**config.mk**
```make
export PLATFORM = sky130hd
export DESIGN_NAME = mem_port_ctrl_flat
export DESIGN_NICKNAME = d
export VERILOG_FILES = /design/src/rtl/mem_port_if.sv /design/src/rtl/mem_port_ctrl.sv /design/src/flat_wrapper.sv
export SDC_FILE = /design/constraint.sdc
export NUM_CORES = 1
export LEC_CHECK = 0
export BUFFER_PORTS_ARGS = -buffer_cell sky130_fd_sc_hd__buf_2
export CAP_MARGIN = 30
export CORE_AREA = 3 3 135 137
export CTS_CLUSTER_DIAMETER = 150
export DETAILED_ROUTE_END_ITERATION = 12
export DIE_AREA = 0 0 138 140
export PLACE_DENSITY_LB_ADDON = 0.12
export SKIP_LAST_GASP = 1
export SYNTH_ARGS = -nofsm -noshare
export SYNTH_HDL_FRONTEND = slang
export SYNTH_SLANG_ARGS = --single-unit
```
**constraint.sdc**
```tcl
create_clock -name clk -period 2.6 [get_ports clk]
set_input_delay 0.26 -clock clk [delete_from_list [all_inputs] [get_ports clk]]
set_output_delay 0.26 -clock clk [all_outputs]
set_load 0.01 [all_outputs]
```
**src/rtl/mem_port_if.sv**
```systemverilog
// Signal bundle between the datapath/memory environment and mem_port_ctrl.
// Holds the datapath request/response side and both main-memory ports.
interface mem_port_if;
  // A request is taken at the rising edge only when req_* is high and the
  // matching a_ready/b_ready is high in that cycle; otherwise it is dropped,
  // so the requester holds or retries. Responses are single-cycle *_valid pulses.
  logic        req_rd;
  logic        req_wr;
  logic        req_fetch;
  logic [31:0] mar;
  logic [31:0] mdr_in;
  logic [31:0] pc;
  logic        a_ready;
  logic        b_ready;
  logic [31:0] mdr;
  logic        mdr_valid;
  logic [7:0]  mbr;
  logic [31:0] mbru;
  logic [31:0] mbrs;
  logic        mbr_valid;
  logic        addr_err;
  logic        proto_err;
  logic        wen_A;
  logic        ren_A;
  logic [31:0] addr_A;
  logic [31:0] wdata_A;
  logic [31:0] rdata_A;
  logic        ren_B;
  logic [31:0] addr_B;
  logic [7:0]  rdata_B;

  modport master (
    output req_rd, req_wr, req_fetch, mar, mdr_in, pc, rdata_A, rdata_B,
    input  a_ready, b_ready, mdr, mdr_valid, mbr, mbru, mbrs, mbr_valid,
           addr_err, proto_err, wen_A, ren_A, addr_A, wdata_A, ren_B, addr_B
  );

  modport slave (
    input  req_rd, req_wr, req_fetch, mar, mdr_in, pc, rdata_A, rdata_B,
    output a_ready, b_ready, mdr, mdr_valid, mbr, mbru, mbrs, mbr_valid,
           addr_err, proto_err, wen_A, ren_A, addr_A, wdata_A, ren_B, addr_B
  );
endinterface

```
**src/rtl/mem_port_ctrl.sv**
```systemverilog
// Mic-1 memory initiator: port A word read/write FSM and port B byte-fetch FSM,
// running independently, with registered strobes and MDR/MBR capture.
module mem_port_ctrl #(
  parameter int MEM_WORDS = 512
) (
  input  logic       clk,
  input  logic       rst_n,
  mem_port_if.slave  bus,
  output logic [1:0] a_state_dbg,
  output logic       b_state_dbg
);

  typedef enum logic [1:0] {A_IDLE = 2'd0, A_RD = 2'd1, A_WR = 2'd2} a_state_t;
  typedef enum logic       {B_IDLE = 1'b0, B_FETCH = 1'b1} b_state_t;

  a_state_t    a_state, a_state_n;
  b_state_t    b_state, b_state_n;

  logic        ren_a_q, ren_a_n;
  logic        wen_a_q, wen_a_n;
  logic [31:0] addr_a_q, addr_a_n;
  logic [31:0] wdata_a_q, wdata_a_n;
  logic [31:0] mdr_q, mdr_n;
  logic        mdr_valid_q, mdr_valid_n;
  logic        proto_err_q, proto_err_n;
  logic        addr_err_a, addr_err_b;
  logic        addr_err_q;
  logic        ren_b_q, ren_b_n;
  logic [31:0] addr_b_q, addr_b_n;
  logic [7:0]  mbr_q, mbr_n;
  logic        mbr_valid_q, mbr_valid_n;

  logic        mar_ok, pc_ok;

  assign mar_ok = bus.mar < 32'(MEM_WORDS);
  assign pc_ok  = (bus.pc >> 2) < 32'(MEM_WORDS);

  always_comb begin
    a_state_n   = a_state;
    ren_a_n     = 1'b0;
    wen_a_n     = 1'b0;
    addr_a_n    = addr_a_q;
    wdata_a_n   = wdata_a_q;
    mdr_n       = mdr_q;
    mdr_valid_n = 1'b0;
    proto_err_n = 1'b0;
    addr_err_a  = 1'b0;
    case (a_state)
      A_IDLE: begin
        // A simultaneous read+write is a protocol error regardless of address.
        if (bus.req_rd && bus.req_wr) begin
          proto_err_n = 1'b1;
        end else if (bus.req_rd || bus.req_wr) begin
          if (!mar_ok) begin
            addr_err_a = 1'b1;
          end else begin
            addr_a_n = bus.mar;
            if (bus.req_wr) begin
              wdata_a_n = bus.mdr_in;
              wen_a_n   = 1'b1;
              a_state_n = A_WR;
            end else begin
              ren_a_n   = 1'b1;
              a_state_n = A_RD;
            end
          end
        end
      end
      A_RD: begin
        mdr_n       = bus.rdata_A;
        mdr_valid_n = 1'b1;
        a_state_n   = A_IDLE;
      end
      A_WR:    a_state_n = A_IDLE;
      default: a_state_n = A_IDLE;
    endcase
  end

  always_comb begin
    b_state_n   = b_state;
    ren_b_n     = 1'b0;
    addr_b_n    = addr_b_q;
    mbr_n       = mbr_q;
    mbr_valid_n = 1'b0;
    addr_err_b  = 1'b0;
    case (b_state)
      B_IDLE: begin
        if (bus.req_fetch) begin
          if (!pc_ok) begin
            addr_err_b = 1'b1;
          end else begin
            addr_b_n  = bus.pc;
            ren_b_n   = 1'b1;
            b_state_n = B_FETCH;
          end
        end
      end
      B_FETCH: begin
        // addr_B is left untouched here: memory picks the byte lane from it.
        mbr_n       = bus.rdata_B;
        mbr_valid_n = 1'b1;
        b_state_n   = B_IDLE;
      end
      default: b_state_n = B_IDLE;
    endcase
  end

  always_ff @(posedge clk or negedge rst_n) begin
    if (!rst_n) begin
      a_state     <= A_IDLE;
      b_state     <= B_IDLE;
      ren_a_q     <= 1'b0;
      wen_a_q     <= 1'b0;
      addr_a_q    <= '0;
      wdata_a_q   <= '0;
      mdr_q       <= '0;
      mdr_valid_q <= 1'b0;
      proto_err_q <= 1'b0;
      addr_err_q  <= 1'b0;
      ren_b_q     <= 1'b0;
      addr_b_q    <= '0;
      mbr_q       <= '0;
      mbr_valid_q <= 1'b0;
    end else begin
      a_state     <= a_state_n;
      b_state     <= b_state_n;
      ren_a_q     <= ren_a_n;
      wen_a_q     <= wen_a_n;
      addr_a_q    <= addr_a_n;
      wdata_a_q   <= wdata_a_n;
      mdr_q       <= mdr_n;
      mdr_valid_q <= mdr_valid_n;
      proto_err_q <= proto_err_n;
      addr_err_q  <= addr_err_a | addr_err_b;
      ren_b_q     <= ren_b_n;
      addr_b_q    <= addr_b_n;
      mbr_q       <= mbr_n;
      mbr_valid_q <= mbr_valid_n;
    end
  end

  assign bus.a_ready   = (a_state == A_IDLE);
  assign bus.b_ready   = (b_state == B_IDLE);
  assign bus.ren_A     = ren_a_q;
  assign bus.wen_A     = wen_a_q;
  assign bus.addr_A    = addr_a_q;
  assign bus.wdata_A   = wdata_a_q;
  assign bus.mdr       = mdr_q;
  assign bus.mdr_valid = mdr_valid_q;
  assign bus.proto_err = proto_err_q;
  assign bus.addr_err  = addr_err_q;
  assign bus.ren_B     = ren_b_q;
  assign bus.addr_B    = addr_b_q;
  assign bus.mbr       = mbr_q;
  assign bus.mbru      = {24'b0, mbr_q};
  assign bus.mbrs      = {{24{mbr_q[7]}}, mbr_q};
  assign bus.mbr_valid = mbr_valid_q;
  assign a_state_dbg   = a_state;
  assign b_state_dbg   = b_state;

endmodule

```
**src/flat_wrapper.sv**
```systemverilog
// flat-port wrapper written by rule: the top's interface ports become plain ports
module mem_port_ctrl_flat 
#(
  parameter int MEM_WORDS = 512
)
  (clk, rst_n, a_state_dbg, b_state_dbg, bus_req_rd, bus_req_wr, bus_req_fetch, bus_mar, bus_mdr_in, bus_pc, bus_rdata_A, bus_rdata_B, bus_a_ready, bus_b_ready, bus_mdr, bus_mdr_valid, bus_mbr, bus_mbru, bus_mbrs, bus_mbr_valid, bus_addr_err, bus_proto_err, bus_wen_A, bus_ren_A, bus_addr_A, bus_wdata_A, bus_ren_B, bus_addr_B);
  mem_port_if bus_i ();
  input  logic clk;
  input  logic rst_n;
  output logic [1:0] a_state_dbg;
  output logic b_state_dbg;
  input wire logic [$bits(bus_i.req_rd)-1:0] bus_req_rd;
  input wire logic [$bits(bus_i.req_wr)-1:0] bus_req_wr;
  input wire logic [$bits(bus_i.req_fetch)-1:0] bus_req_fetch;
  input wire logic [$bits(bus_i.mar)-1:0] bus_mar;
  input wire logic [$bits(bus_i.mdr_in)-1:0] bus_mdr_in;
  input wire logic [$bits(bus_i.pc)-1:0] bus_pc;
  input wire logic [$bits(bus_i.rdata_A)-1:0] bus_rdata_A;
  input wire logic [$bits(bus_i.rdata_B)-1:0] bus_rdata_B;
  output wire logic [$bits(bus_i.a_ready)-1:0] bus_a_ready;
  output wire logic [$bits(bus_i.b_ready)-1:0] bus_b_ready;
  output wire logic [$bits(bus_i.mdr)-1:0] bus_mdr;
  output wire logic [$bits(bus_i.mdr_valid)-1:0] bus_mdr_valid;
  output wire logic [$bits(bus_i.mbr)-1:0] bus_mbr;
  output wire logic [$bits(bus_i.mbru)-1:0] bus_mbru;
  output wire logic [$bits(bus_i.mbrs)-1:0] bus_mbrs;
  output wire logic [$bits(bus_i.mbr_valid)-1:0] bus_mbr_valid;
  output wire logic [$bits(bus_i.addr_err)-1:0] bus_addr_err;
  output wire logic [$bits(bus_i.proto_err)-1:0] bus_proto_err;
  output wire logic [$bits(bus_i.wen_A)-1:0] bus_wen_A;
  output wire logic [$bits(bus_i.ren_A)-1:0] bus_ren_A;
  output wire logic [$bits(bus_i.addr_A)-1:0] bus_addr_A;
  output wire logic [$bits(bus_i.wdata_A)-1:0] bus_wdata_A;
  output wire logic [$bits(bus_i.ren_B)-1:0] bus_ren_B;
  output wire logic [$bits(bus_i.addr_B)-1:0] bus_addr_B;
  assign bus_i.req_rd = bus_req_rd;
  assign bus_i.req_wr = bus_req_wr;
  assign bus_i.req_fetch = bus_req_fetch;
  assign bus_i.mar = bus_mar;
  assign bus_i.mdr_in = bus_mdr_in;
  assign bus_i.pc = bus_pc;
  assign bus_i.rdata_A = bus_rdata_A;
  assign bus_i.rdata_B = bus_rdata_B;
  assign bus_a_ready = bus_i.a_ready;
  assign bus_b_ready = bus_i.b_ready;
  assign bus_mdr = bus_i.mdr;
  assign bus_mdr_valid = bus_i.mdr_valid;
  assign bus_mbr = bus_i.mbr;
  assign bus_mbru = bus_i.mbru;
  assign bus_mbrs = bus_i.mbrs;
  assign bus_mbr_valid = bus_i.mbr_valid;
  assign bus_addr_err = bus_i.addr_err;
  assign bus_proto_err = bus_i.proto_err;
  assign bus_wen_A = bus_i.wen_A;
  assign bus_ren_A = bus_i.ren_A;
  assign bus_addr_A = bus_i.addr_A;
  assign bus_wdata_A = bus_i.wdata_A;
  assign bus_ren_B = bus_i.ren_B;
  assign bus_addr_B = bus_i.addr_B;
  mem_port_ctrl #(.MEM_WORDS(MEM_WORDS)) u_core (.clk(clk), .rst_n(rst_n), .bus(bus_i), .a_state_dbg(a_state_dbg), .b_state_dbg(b_state_dbg));
endmodule
```
==> flow_summary.json <==
{
  "outcome": "finished, final reports clean",
  "avgSynthCellArea_um2": 14.52,
  "start_util_pct": 33.55,
  "worst_slew_pin_slew_ps": 544.0,
  "numCtsBuffers": 17,
  "drtPass1Iterations": 4,
  "synth_top_cell_by_area": "dfrtp_1",
  "htree_levels": 4,
  "slew_headroom_pct": 63.73,
  "area_growth_pct": 37.36,
  "fillers": 1631,
  "drv_slew": 0,
  "finalCriticalPeriod_ps": 1850,
  "path_max_fanout": 19,
  "placementRows": 48,
  "clock.fmax_mhz": 540.5,
  "path_cells": "buf_2, or4_1, or4_4, nor3_4, buf_4, buf_4, nor2b_1",
  "wl_per_cell_um": 16.35,
  "vias": 3982,
  "antenna_found_initial": 0,
  "dp_hpwl_um": 11730,
  "grt_pass1_vias": 4272,
  "die_area_mm2": 0.01932,
  "clk_latency_ps": 410,
  "synth_edf_count": 0,
  "num_antenna_cells": 0,
  "vias_per_cell": 4.259,
  "worstSetupPathType": "input pin to flop",
  "synth.most_common_cell": "dfrtp_1",
  "place_congestion": 0.8488,
  "drt-initial-drc-count": 131,
  "hold_viol_final": 0,
  "synth.distinct_cells": 23,
  "utilization_pct": 46.09,
  "hold_class": "input pin to flop",
  "drv_cap": 0,
  "end_kind": "flop",
  "drive_gt1_share_pct": 65.35,
  "finalClockSkew_ps": 8.401,
  "ys.flop_type": "dfrtp_1",
  "netlist_instances": 397,
  "power.leakage_nw": 4.787,
  "rsz0062_at_grt": "no",
  "cts_root_buffer": "clkbuf_16",
  "drt_wl_total_um": 15290,
  "crit_slowest_cell": "or4_1",
  "vdd_drop_max_mv": 0.3918,
  "ys_warn_count": 0,
  "ant_nets": 0,
  "cp-start-kind": "input pin",
  "die_x_um": 138,
  "netlist_top_cells_count": "dfrtp_1, mux2_2, buf_4",
  "cp.arrival_ps": 2140,
  "setup_viol": 0,
  "tns_ps": 0,
  "clk_path_buf_depth": 2,
  "nets": 839,
  "max_stage_delay_ps": 530,
  "clk_pin_slew_worst_paths_ps": 60,
  "crit_path_frequent_cell": "buf_4",
  "cts_tree": "yes",
  "grt_max_degree": 73,
  "cts.sinks": 145,
  "boundaryPins": 353,
  "async_reset_ff_share_pct": 100.0,
  "grt-ovfl-total": 0,
  "ys_seq_area_share_pct": 62.96,
  "p_per_area_mw_per_mm2": 600.7,
  "grt_pass1_wl_um": 24050,
  "fp.coreArea_mm2": 0.01718,
  "drc_errors": 0,
  "synth-seq-cells": 145,
  "post-route-period-util_pct": 71.16,
  "fin_ws_ps": 749.8,
  "port_buffers": 328,
  "synth.area.top_cells": "dfrtp_1, mux2_2, buf_4",
  "required_ps": 2890,
  "pre_cts_ws_ps": 334.4,
  "syn-cell-area_mm2": 0.005763,
  "synth_top_area_share_pct": 62.96,
  "die_h_um": 140,
  "grt_usage_pct": 15.84
}
[flip-flops by register name, indices dropped and copies added (netlist names), 2 cells and up]
| name | flops |
|---|---|
| u_core.bus.mdr | 32 |
| u_core.bus.addr_B | 32 |
| u_core.bus.addr_A | 32 |
| u_core.bus.mbr | 8 |
| u_core.a_state_dbg | 2 |
| u_core.bus.wdata_A | 32 |
[per-stage QoR]
stage / cell area [um^2] / hold slack, ps / instances / power, mW
3_3_place_gp: 7345 / 245.7 / 903 / 2.491
6_report: 7916 / 71.36 / 935 / 4.755
5_1_grt: 7916 / 58.04 / 935 / 4.971
4_1_cts: 7916 / 55.42 / 935 / 4.836
2_1_floorplan: 5849 / -35.59 / 420 / 2.355
3_5_place_dp: 7345 / 250.4 / 903 / 2.493
[layer usage]
layer	up-vias	part of all wire [%]	track usage [%]
met4	0	1.3	4.264
met2	220	49	26.36
met1	1889	40	18.55
met3	11	10	7.443
li1	1862	-	-
met5	-	0	0
[final timing paths]
| kind | startpoint | slack (ps) | cells past startpoint | end |
|---|---|---|---|---|
| max in group asynchronous | rst_n | 1480 | 3 | u_core.bus.mdr[19] |
| hold reg to reg | u_core.bus.addr_B[24] | 490 | 1 | u_core.bus.addr_B[24] |
| hold / removal | bus_pc[13] | 70 | 2 | u_core.b_state_dbg |
| setup / recovery | bus_pc[19] | 750 | 7 | u_core.bus.addr_B[19] |
| min in group asynchronous | rst_n | 370 | 2 | u_core.bus.addr_A[11] |
| setup reg to reg | u_core.a_state_dbg[1] | 770 | 5 | u_core.bus.wdata_A[27] |
[logic make-up (layout without fill, tap and decap cells)]
kind of cell / Yosys count / count (layout) / synth area share (%)
and+or+nand+nor: 77 / 77 / 8.380
AOI/OAI and AO/OA: 1 / 1 / 0.1086
other: 1 / 24 / 0.06507
buffers and inverters: 80 / 370 / 9.770
DFF: 145 / 145 / 62.96
muxes: 92 / 92 / 18.56
xor gates and xnor gates: 1 / 1 / 0.1520
[worst max-delay path, delay by kind of cell]
family | cells | cell delay [ps]
buffers and inverters | 3 | 680
and+or+nand+nor | 4 | 1170
[power breakdown]
part           switching, mW  internal (mW)  total, mW
combinational          0.104         0.0863      0.191
sequential          0.000427           2.26       2.26
clock                  0.935           1.37       2.30
total                   1.04           3.72       4.76
[layout make-up]
cell class / count / area (um^2) / share of cell area [%]
repair buffers: 338 / 1763 / 22.27
clock inverters: 11 / 105.1 / 1.328
multi-input cells: 195 / 1678 / 21.19
clock buffers: 20 / 456.7 / 5.769
flip-flops and latches: 145 / 3628 / 45.84
well taps: 225 / 281.5 / 3.556
inverters: 1 / 3.754 / 0.04742
[cell usage in the layout (no fill, tap or decap)]
master / n
nand2_1: 4
and3_1: 1
clkinv_4: 3
nor2b_4: 1
mux2_4: 9
buf_2: 327
buf_4: 6
inv_6: 3
clkinvlp_4: 1
dlygate4sd3_1: 1
nand4_1: 2
nand3b_1: 1
bufinv_16: 1
conb_1: 24
or4_1: 2
nor4_1: 10
o22ai_1: 1
clkbuf_8: 2
clkinv_2: 3
inv_1: 1
or4_4: 1
xor2_1: 1
nor3_1: 4
buf_12: 3
buf_6: 1
mux2_2: 83
nor2_1: 4
clkbuf_16: 17
nor2b_1: 44
dfrtp_1: 145
clkbuf_1: 1
nor3_4: 3
[repair_timing]
action / 4_1_cts / 5_1_grt
buffers inserted: 0 / 0
setup endpoints to repair: 0 / 0
resized for setup: 0 / 0
hold buffers: 1 / 0
endpoints found under the hold margin: 51 / 0
Note: power is estimated with default switching activity, not from simulation.
